===== src/rtl/cpu_run_sequencer.sv =====
// Batch controller for the egg-drop CPU: accepts one experiment config, holds the
// CPU in reset, runs it until the PC parks at the halt address or time runs out, then returns the captured results.
module cpu_run_sequencer #(
   parameter int unsigned RESET_CYCLES  = 4,
   parameter logic [31:0] HALT_PC       = 32'h0000_00FC,
   parameter int unsigned STABLE_CYCLES = 8,
   parameter int unsigned TIMEOUT       = 100000
) (
   input  logic        clk_i,
   input  logic        rst_i,
   input  logic        cfg_valid_i,
   output logic        cfg_ready_o,
   input  logic [31:0] cfg_floors_i,
   input  logic [31:0] cfg_resistance_i,
   input  logic        abort_i,
   output logic        cpu_rst_o,
   output logic [31:0] cpu_floors_o,
   output logic [31:0] cpu_resistance_o,
   input  logic [31:0] cpu_pc_i,
   input  logic [31:0] cpu_attempt_i,
   input  logic [31:0] cpu_broken_i,
   input  logic        cpu_last_broken_i,
   input  logic [31:0] cpu_cost_f1_i,
   input  logic [31:0] cpu_cost_f2_i,
   output logic        res_valid_o,
   input  logic        res_ready_i,
   output logic [31:0] res_attempt_o,
   output logic [31:0] res_broken_o,
   output logic        res_last_broken_o,
   output logic [31:0] res_cost_f1_o,
   output logic [31:0] res_cost_f2_o,
   output logic [31:0] res_cycles_o,
   output logic        res_timeout_o,
   output logic        busy_o
);

   localparam logic [31:0] RST_LAST    = 32'(RESET_CYCLES - 1);
   localparam logic [31:0] STABLE_LAST = 32'(STABLE_CYCLES - 1);
   localparam logic [31:0] TMO_LAST    = 32'(TIMEOUT - 1);
   localparam logic [31:0] TMO_VAL     = 32'(TIMEOUT);

   typedef enum logic [1:0] {
      S_IDLE,
      S_RESET,
      S_RUN,
      S_RESULT
   } state_t;

   state_t      state, state_nx;
   logic [31:0] rst_cnt;
   logic [31:0] run_cnt;
   logic [31:0] stable_cnt;
   logic        pc_match;
   logic        halt;
   logic        timeout;
   logic        accept;
   logic        capture;

   assign pc_match = (cpu_pc_i == HALT_PC);
   assign halt     = pc_match && (stable_cnt == STABLE_LAST);
   assign timeout  = (run_cnt == TMO_LAST);

   always_ff @(posedge clk_i or negedge rst_i) begin
      if (!rst_i) state <= S_IDLE;
      else        state <= state_nx;
   end

   // Abort outranks halt/timeout, and halt outranks timeout via the capture mux below.
   always_comb begin
      state_nx = state;
      accept   = 1'b0;
      capture  = 1'b0;
      unique case (state)
         S_IDLE: begin
            if (cfg_valid_i) begin
               accept   = 1'b1;
               state_nx = S_RESET;
            end
         end
         S_RESET: begin
            if (abort_i)                    state_nx = S_IDLE;
            else if (rst_cnt == RST_LAST)   state_nx = S_RUN;
         end
         S_RUN: begin
            if (abort_i) begin
               state_nx = S_IDLE;
            end else if (halt || timeout) begin
               capture  = 1'b1;
               state_nx = S_RESULT;
            end
         end
         S_RESULT: begin
            if (res_ready_i) state_nx = S_IDLE;
         end
         default: state_nx = S_IDLE;
      endcase
   end

   // Reset forces every output except cpu_rst_o low, including the IDLE-decoded ready.
   assign cfg_ready_o = rst_i && (state == S_IDLE);
   assign busy_o      = (state == S_RESET) || (state == S_RUN);
   assign res_valid_o = (state == S_RESULT);
   assign cpu_rst_o   = (state != S_RUN);

   always_ff @(posedge clk_i or negedge rst_i) begin
      if (!rst_i) begin
         cpu_floors_o      <= '0;
         cpu_resistance_o  <= '0;
         rst_cnt           <= '0;
         run_cnt           <= '0;
         stable_cnt        <= '0;
      end else begin
         if (accept) begin
            cpu_floors_o     <= cfg_floors_i;
            cpu_resistance_o <= cfg_resistance_i;
            rst_cnt          <= '0;
            run_cnt          <= '0;
            stable_cnt       <= '0;
         end else if (state == S_RESET) begin
            rst_cnt <= rst_cnt + 32'd1;
         end else if (state == S_RUN) begin
            run_cnt    <= run_cnt + 32'd1;
            stable_cnt <= pc_match ? stable_cnt + 32'd1 : '0;
         end
      end
   end

   always_ff @(posedge clk_i or negedge rst_i) begin
      if (!rst_i) begin
         res_attempt_o     <= '0;
         res_broken_o      <= '0;
         res_last_broken_o <= 1'b0;
         res_cost_f1_o     <= '0;
         res_cost_f2_o     <= '0;
         res_cycles_o      <= '0;
         res_timeout_o     <= 1'b0;
      end else if (capture) begin
         res_attempt_o     <= cpu_attempt_i;
         res_broken_o      <= cpu_broken_i;
         res_last_broken_o <= cpu_last_broken_i;
         res_cost_f1_o     <= cpu_cost_f1_i;
         res_cost_f2_o     <= cpu_cost_f2_i;
         res_cycles_o      <= halt ? run_cnt + 32'd1 : TMO_VAL;
         res_timeout_o     <= !halt;
      end
   end

endmodule


===== config.mk =====
export PLATFORM = sky130hd
export DESIGN_NAME = cpu_run_sequencer
export DESIGN_NICKNAME = d
export VERILOG_FILES = /design/src/rtl/cpu_run_sequencer.sv
export SDC_FILE = /design/constraint.sdc
export NUM_CORES = 1
export LEC_CHECK = 0
export ABC_AREA = 1
export CORE_MARGIN = 3
export CORE_UTILIZATION = 48
export DETAILED_ROUTE_END_ITERATION = 16
export PLACE_DENSITY = 0.82
export SLEW_MARGIN = 10
export SYNTH_ARGS = -nofsm -noshare
export SYNTH_HDL_FRONTEND = slang
export SYNTH_SLANG_ARGS = --single-unit

===== constraint.sdc =====
create_clock -name clk_i -period 2.2 [get_ports clk_i]
set_input_delay 0.44 -clock clk_i [delete_from_list [all_inputs] [get_ports clk_i]]
set_output_delay 0.44 -clock clk_i [all_outputs]
set_load 0.1 [all_outputs]

==> metrics, run 1 <==
I/O pin cnt=460; drt pass-1 iters=8; via count of the first global-routing pass=around 14000; Slew HR=59.2%; CTS tree=built; Slowest-stage cell, CP=dfrtp_1; Tightest Hold Check Type=in2reg; P_leak=10.4 nW; Clock Root Buffer=clkbuf_16; PwrDens=between 1000 and 1500 mW/mm²; Starting Density=between 40% and 50%; fin cells=2818; Post-Route WL=48400 µm; CTS clock-pin slew for the worst setup and hold paths=70 ps; share of the synthesized area in the top cell type=53.7%; largest net degree at the start of global routing=97; ANT nets after route=0; initial drt markers=1055; startpoint types=register; total power=23.6 mW; Crit Path Max Fanout=4; area grow syn2layout=39.0%; status=complete, no violations; fin crit period=2100 ps; Worst-Skew Late Latency=slightly above 500 ps; synthesized instance count=roughly 1900; largest area contributor in the netlist=dfrtp_1; Clock Skew=between 15 and 20 ps; max-slew violation count=0; CP Cell Sequence=inv_2 -> ha_2 -> nand2_1 -> inv_1 -> buf_12; Die Width=183 µm; number of synthesized register bits=324; Setup TNS Final=0 ps; row count=64; RSZ-0062 raised after global routing=false; Bufs on Longest Clock Path=3; Netlist Area Pre-Place=between 0.015 and 0.02 mm²; Core Footprint=0.0307 mm²; syn avg cell area=7.81 µm²; CP endpoint kind=primary output; Nets=roughly 2600; GRT Residual Overflow=0; VDD IR-drop max=between 0.0015 and 0.002 V; crit share post-route=95.4%; Vias/cell=5.27; dpl hpwl=36100 µm; total track usage=28.1%; Seq/Total Area, Yosys=53.7%; die area=0.0336 mm²; Final Hold Vio Count=0; CP Data Required Time=1760 ps; initial antenna violation count=2; CP top delay family=flip-flops; Cell variety after synth=36; residual DRC count=0; layout cells sized above 1=14.8%; max cap viols=0; WP buf/inv=3; TritonCTS sink count=324; drt wl/cell=about 17 µm; Setup-failing EPs final=0; final RePlAce weighted congestion=0.955; CTS buffer count=35; input/output buffers=459; Via Count=14900; yosys warns=0; H-tree depth=2; f_max=476 MHz; Setup CP Type=reg2out; CP Data Arrival Time=1660 ps; Placed Cells=2757; Slew @ Worst Pin=613 ps; crit-path max cell delay=440 ps; synth top area cells=dfrtp_1 54%, nand2_1 19%, nand3_1 6.0%; Post-Syn Nets=~2200; Post-CTS Setup Repair Bufs=0; first-pass GRT wire length=roughly 76000 µm; Die H=183 µm
report_power, final:
group | total [mW] | leakage [nW] | internal (mW) | switching (mW)
clock | 5.65 | 0.528 | 3.34 | 2.31
sequential | 7.63 | 4.24 | 6.91 | 0.719
combinational | 10.3 | 5.68 | 2.36 | 7.95
cell type report:
class	instances	area [µm²]
multi-input cells	1405	6140
fillers	2497	9780
clock buffers	52	1030
flip-flops and latches	324	8110
repair buffers	506	4640
well taps	396	495
inverters	127	480
clock inverters	6	66.3
diodes	2	5.00
cell usage after synthesis:
cell type and number:
nand2_1 774, dfrtp_1 324, nor2_1 214, nand3_1 180, inv_1 124, o21ai_0 43
clkbuf_1 40, nor3_1 40, a21oi_1 30, nand4_1 26, xor2_1 26, buf_4 14
o21ai_1 13, o22ai_1 13, buf_2 10, buf_6 9, nor2_2 9, ha_1 8
nor4_1 5, nand2_2 4, nor3_2 3, xnor2_1 3, and3_1 2, buf_1 2
inv_2 2, nor3b_1 2, or2_2 2, a211oi_1 1, a21oi_2 1, a22o_1 1
clkinv_1 1, nand2_4 1, o211ai_1 1, o21a_1 1, o221ai_1 1, o31ai_1 1
metrics by stage:
stage | hold WS [ps] | util, % | setup slack, ps | instance area [µm²]
finish | 463 | 68.2 | 100 | 21000
CTS | 447 | 68.0 | 10.3 | 20900
global placement | 454 | 64.4 | -130 | 19800
detailed placement | 460 | 64.4 | -180 | 19800
floorplan | 144 | - | -109 | 15100
global route | 465 | 68.2 | 6.75 | 21000
kinds of logic (layout without fill, tap and decap cells):
family	count (synthesis)	count (layout)	synth area share (%)
AND/OR/NAND/NOR	1262	1262	34.2
flip-flops	324	324	53.7
buffers and inverters	202	691	5.90
AO/OA/AOI/OAI	106	106	3.77
XOR/XNOR	29	29	1.68
adder cells (fa/ha/maj)	8	8	0.663
other	0	2	0
final timing paths:
kind	startpoint	endpoint	slack, ps	depth (start not counted)
max	state[0]	cfg_ready_o	100	5
min	cfg_floors_i[16]	cpu_floors_o[16]	460	3
max reg2reg	run_cnt[0]	res_broken_o[21]	120	11
min reg2reg	res_cycles_o[30]	res_cycles_o[30]	470	2
max in group asynchronous	rst_i	cpu_floors_o[10]	680	4
min in group asynchronous	rst_i	stable_cnt[8]	520	3
worst reg2reg max path: stages, from the launching register on:
cell and delay, ps:
dfrtp_1 400, ha_1 190, nand2_1 110, nor2_2 190
nand2_1 70, nor2_1 170, nand2_1 170, nand2_4 160
nand2_4 90, buf_12 190, nand2_1 160, nand2_1 60
flip-flops by register name (all words and copies together) (netlist names):
register	cells
res_last_broken_o	1
stable_cnt	32
run_cnt	32
rst_cnt	32
res_timeout_o	1
res_broken_o	32
res_cost_f1_o	32
cpu_floors_o	32
cpu_resistance_o	32
res_cycles_o	32
res_attempt_o	32
res_cost_f2_o	32
state	2
cells in the final DEF, fill, tap and decap left out, types with 5 or more instances in the layout:
cell type and count:
clkbuf_1 8, o21ai_1 13, nand4_1 26, nor4_1 5
ha_1 7, clkbuf_16 35, buf_4 254, nand2_1 773
clkdlybuf4s50_1 228, nor3_1 40, clkbuf_8 9, xor2_1 26
inv_1 121, a21oi_1 30, o22ai_1 13, dfrtp_1 324
nand3_1 180, o21ai_0 43, nor2_2 11, buf_12 20
nor2_1 209
per-layer routing:
metal	share of wire (%)	vias up	routed length (µm)	track usage, %
li1	-	7038	-	-
met1	40	7028	19100	36.1
met2	49	661	23500	47.3
met3	7.7	134	3740	5.63
met4	4.0	0	1950	10.8
met5	0	-	0	0
timing repair:
item                       CTS  global route
hold endpoints to repair    67             0
gates cloned                 0             0
hold buffers                 1             0
gates resized for setup      1            15
pin swaps                    0             1
setup endpoints to repair   14           131
Note: power is estimated with default switching activity, not from simulation.
==> run 2: changes to the inputs <==
- SLEW_MARGIN: 10 -> default
==> results of run 2 <==
No change in the layout: final DEF, timing and power equal those of run 1.
==> run 3: changes to the inputs <==
- CORE_UTILIZATION: 48 -> 30
- PLACE_DENSITY: 0.82 -> default
==> run 3 against run 2 <==
Net effect: cell area is 2.6% higher; worst hold slack lost 160 ps; non-clock buffer count grew 5.
==> metrics, run 3 (synthesis results as in run 1) <==
status=complete, no violations (unchanged); worst r2r src=state[0] (was run_cnt[0]); I/O pin cnt=460 (unchanged); Setup-failing EPs final=0 (unchanged); die area=0.0530 mm² (was 0.0336 mm²); Nets=2645 (was 2637); max-slew violation count=0 (unchanged); Die Width=230 µm (was 183 µm); R2R Setup Slk=180 ps (was 120 ps); max cap viols=0 (unchanged); Post-CTS Setup Repair Bufs=0 (unchanged); dpl hpwl=36500 µm (was 36100 µm); ANT nets after route=0 (unchanged); PwrDens=1130 mW/mm² (about the same); CP Data Required Time=1760 ps (about the same); final RePlAce weighted congestion=0.908 (was 0.955); first-pass GRT wire length=78100 µm (was 76200 µm); CP Data Arrival Time=1700 ps (was 1660 ps); Setup CP Type=reg2out (unchanged); startpoint types=register (unchanged); input/output buffers=459 (unchanged); Final Hold Vio Count=0 (unchanged); Bufs on Longest Clock Path=3 (unchanged); antenna cells=0 (was 2); Clock Skew=20.5 ps (was 16.4 ps); fin crit period=2140 ps (was 2100 ps); VDD IR-drop max=0.00130 V (was 0.00159 V); Tightest Hold Check Type=in2async (was in2reg); crit-path max cell delay=410 ps (was 440 ps); total track usage=18.1% (was 28.1%); residual DRC count=0 (unchanged); initial antenna violation count=0 (was 2); row count=81 (was 64); CP Cell Sequence=inv_1 -> ha_1 -> clkinvlp_4 -> buf_4 -> buf_12 (was inv_2 -> ha_2 -> nand2_1 -> inv_1 -> buf_12); largest net degree at the start of global routing=99 (was 97); Core Footprint=0.0494 mm² (was 0.0307 mm²); GRT Residual Overflow=0 (unchanged); drt pass-1 iters=7 (was 8); Placement Setup Slack=-205 ps (was -180 ps); Starting Density=30.6% (was 49.1%); CTS clock-pin slew for the worst setup and hold paths=60 ps (was 70 ps); most frequent cells in the layout=773 x nand2_1, 324 x dfrtp_1, 261 x buf_4 (was 773 x nand2_1, 324 x dfrtp_1, 254 x buf_4); CP endpoint kind=primary output (unchanged); f_max=467 MHz (was 476 MHz); Slew @ Worst Pin=736 ps (was 613 ps); Clock Root Buffer=clkbuf_16 (unchanged); via count of the first global-routing pass=14000 (was 14400); Slew HR=50.9% (was 59.2%); Slowest-stage cell, CP=dfrtp_1 (unchanged); RSZ-0062 raised after global routing=true (was false); Via Count=14400 (was 14900); crit share post-route=97.4% (was 95.4%); CTS tree=built (unchanged); CTS buffer count=38 (was 35); worst reg2reg path depth=11 (unchanged); TritonCTS sink count=324 (unchanged); drt wl/cell=15.9 µm (was 17.2 µm); H-tree depth=2 (unchanged); initial drt markers=974 (was 1055); P_leak=10.6 nW (was 10.4 nW); layout cells sized above 1=15.4% (was 14.8%); Final Core Density=43.6% (was 68.2%); Crit Path Max Fanout=4 (unchanged); final setup margin=56.5 ps (was 100 ps); commonest non-fill, non-tap cell in the layout=nand2_1 (unchanged); Reg-to-Reg End=stable_cnt[27] (was res_broken_o[21]); Worst-Skew Late Latency=550 ps (was 510 ps); area grow syn2layout=42.7% (was 39.0%); Post-Route WL=49400 µm (was 48400 µm); Vias/cell=4.63 (was 5.27); Die H=230 µm (was 183 µm)
## run 3: changes by cell type in the layout (fill, tap and decap cells not counted), moves of 2 or more
cell        delta
buf_4          +7
clkinv_2       +7
clkbuf_16      +4
buf_6          -2
clkinv_8       +2
clkinvlp_4     -2
diode_2        -2
## run 3: what timing repair did
| item | in CTS | in global routing |
|---|---|---|
| endpoints found under the setup margin | 1 | 98 |
| hold endpoints to repair | 26 | 0 |
| resized for setup | 1 | 13 |
| hold buffers | 1 | 0 |
| cloned | 0 | 0 |
## run 3: layer usage
metal	share of wire (%)	vias up	track usage, %
met5	0	-	0
met4	2.9	0	5.46
met3	6.7	78	4.36
met2	48	455	30.2
met1	42	6776	23.2
li1	-	7058	-
## run 3: final cells by class
| cell class | count | area [µm²] |
|---|---|---|
| clock inverter | 14 | 149 |
| tap | 664 | 831 |
| multi-input combinational | 1405 | 6160 |
| clock buffer | 55 | 1130 |
| timing repair buffer | 511 | 4670 |
| fill | 4942 | 27800 |
| sequential | 324 | 8110 |
| inverter | 127 | 480 |
## run 3: power by group
part | total, mW | switching (mW) | leakage, nW | internal, mW
clock | 6.41 | 2.60 | 0.632 | 3.81
sequential | 7.59 | 0.679 | 4.24 | 6.91
combinational | 10.3 | 7.89 | 5.69 | 2.38
## run 3: how the worst max path moves through the flow
stage	endpoint	startpoint	depth (start not counted)
floorplan	stable_cnt[27]	state[0]	12
global placement	stable_cnt[16]	cpu_pc_i[18]	9
detailed placement	stable_cnt[13]	cpu_pc_i[18]	9
CTS	cfg_ready_o	state[1]	5
global route	cfg_ready_o	state[1]	5
finish	cpu_rst_o	state[0]	5
## run 3: stage by stage
step | setup TNS, ps | hold WS (ps) | total power, mW | cell area, µm² | cells
floorplan | -1230 | 144 | 14.9 | 15100 | 1931
global route | -133 | 303 | 25.4 | 21500 | 3100
finish | 0 | 304 | 24.3 | 21500 | 3100
global placement | -7880 | 259 | 17.9 | 20200 | 3030
detailed placement | -10400 | 260 | 18.0 | 20200 | 3030
CTS | 0 | 271 | 24.5 | 21500 | 3100
## run 3: worst max-delay path: cells and delay by family, from the launching register on
kind	cells	cell delay, ps
DFF	1	410
adders and majority gates	1	210
buffers and inverters	4	540
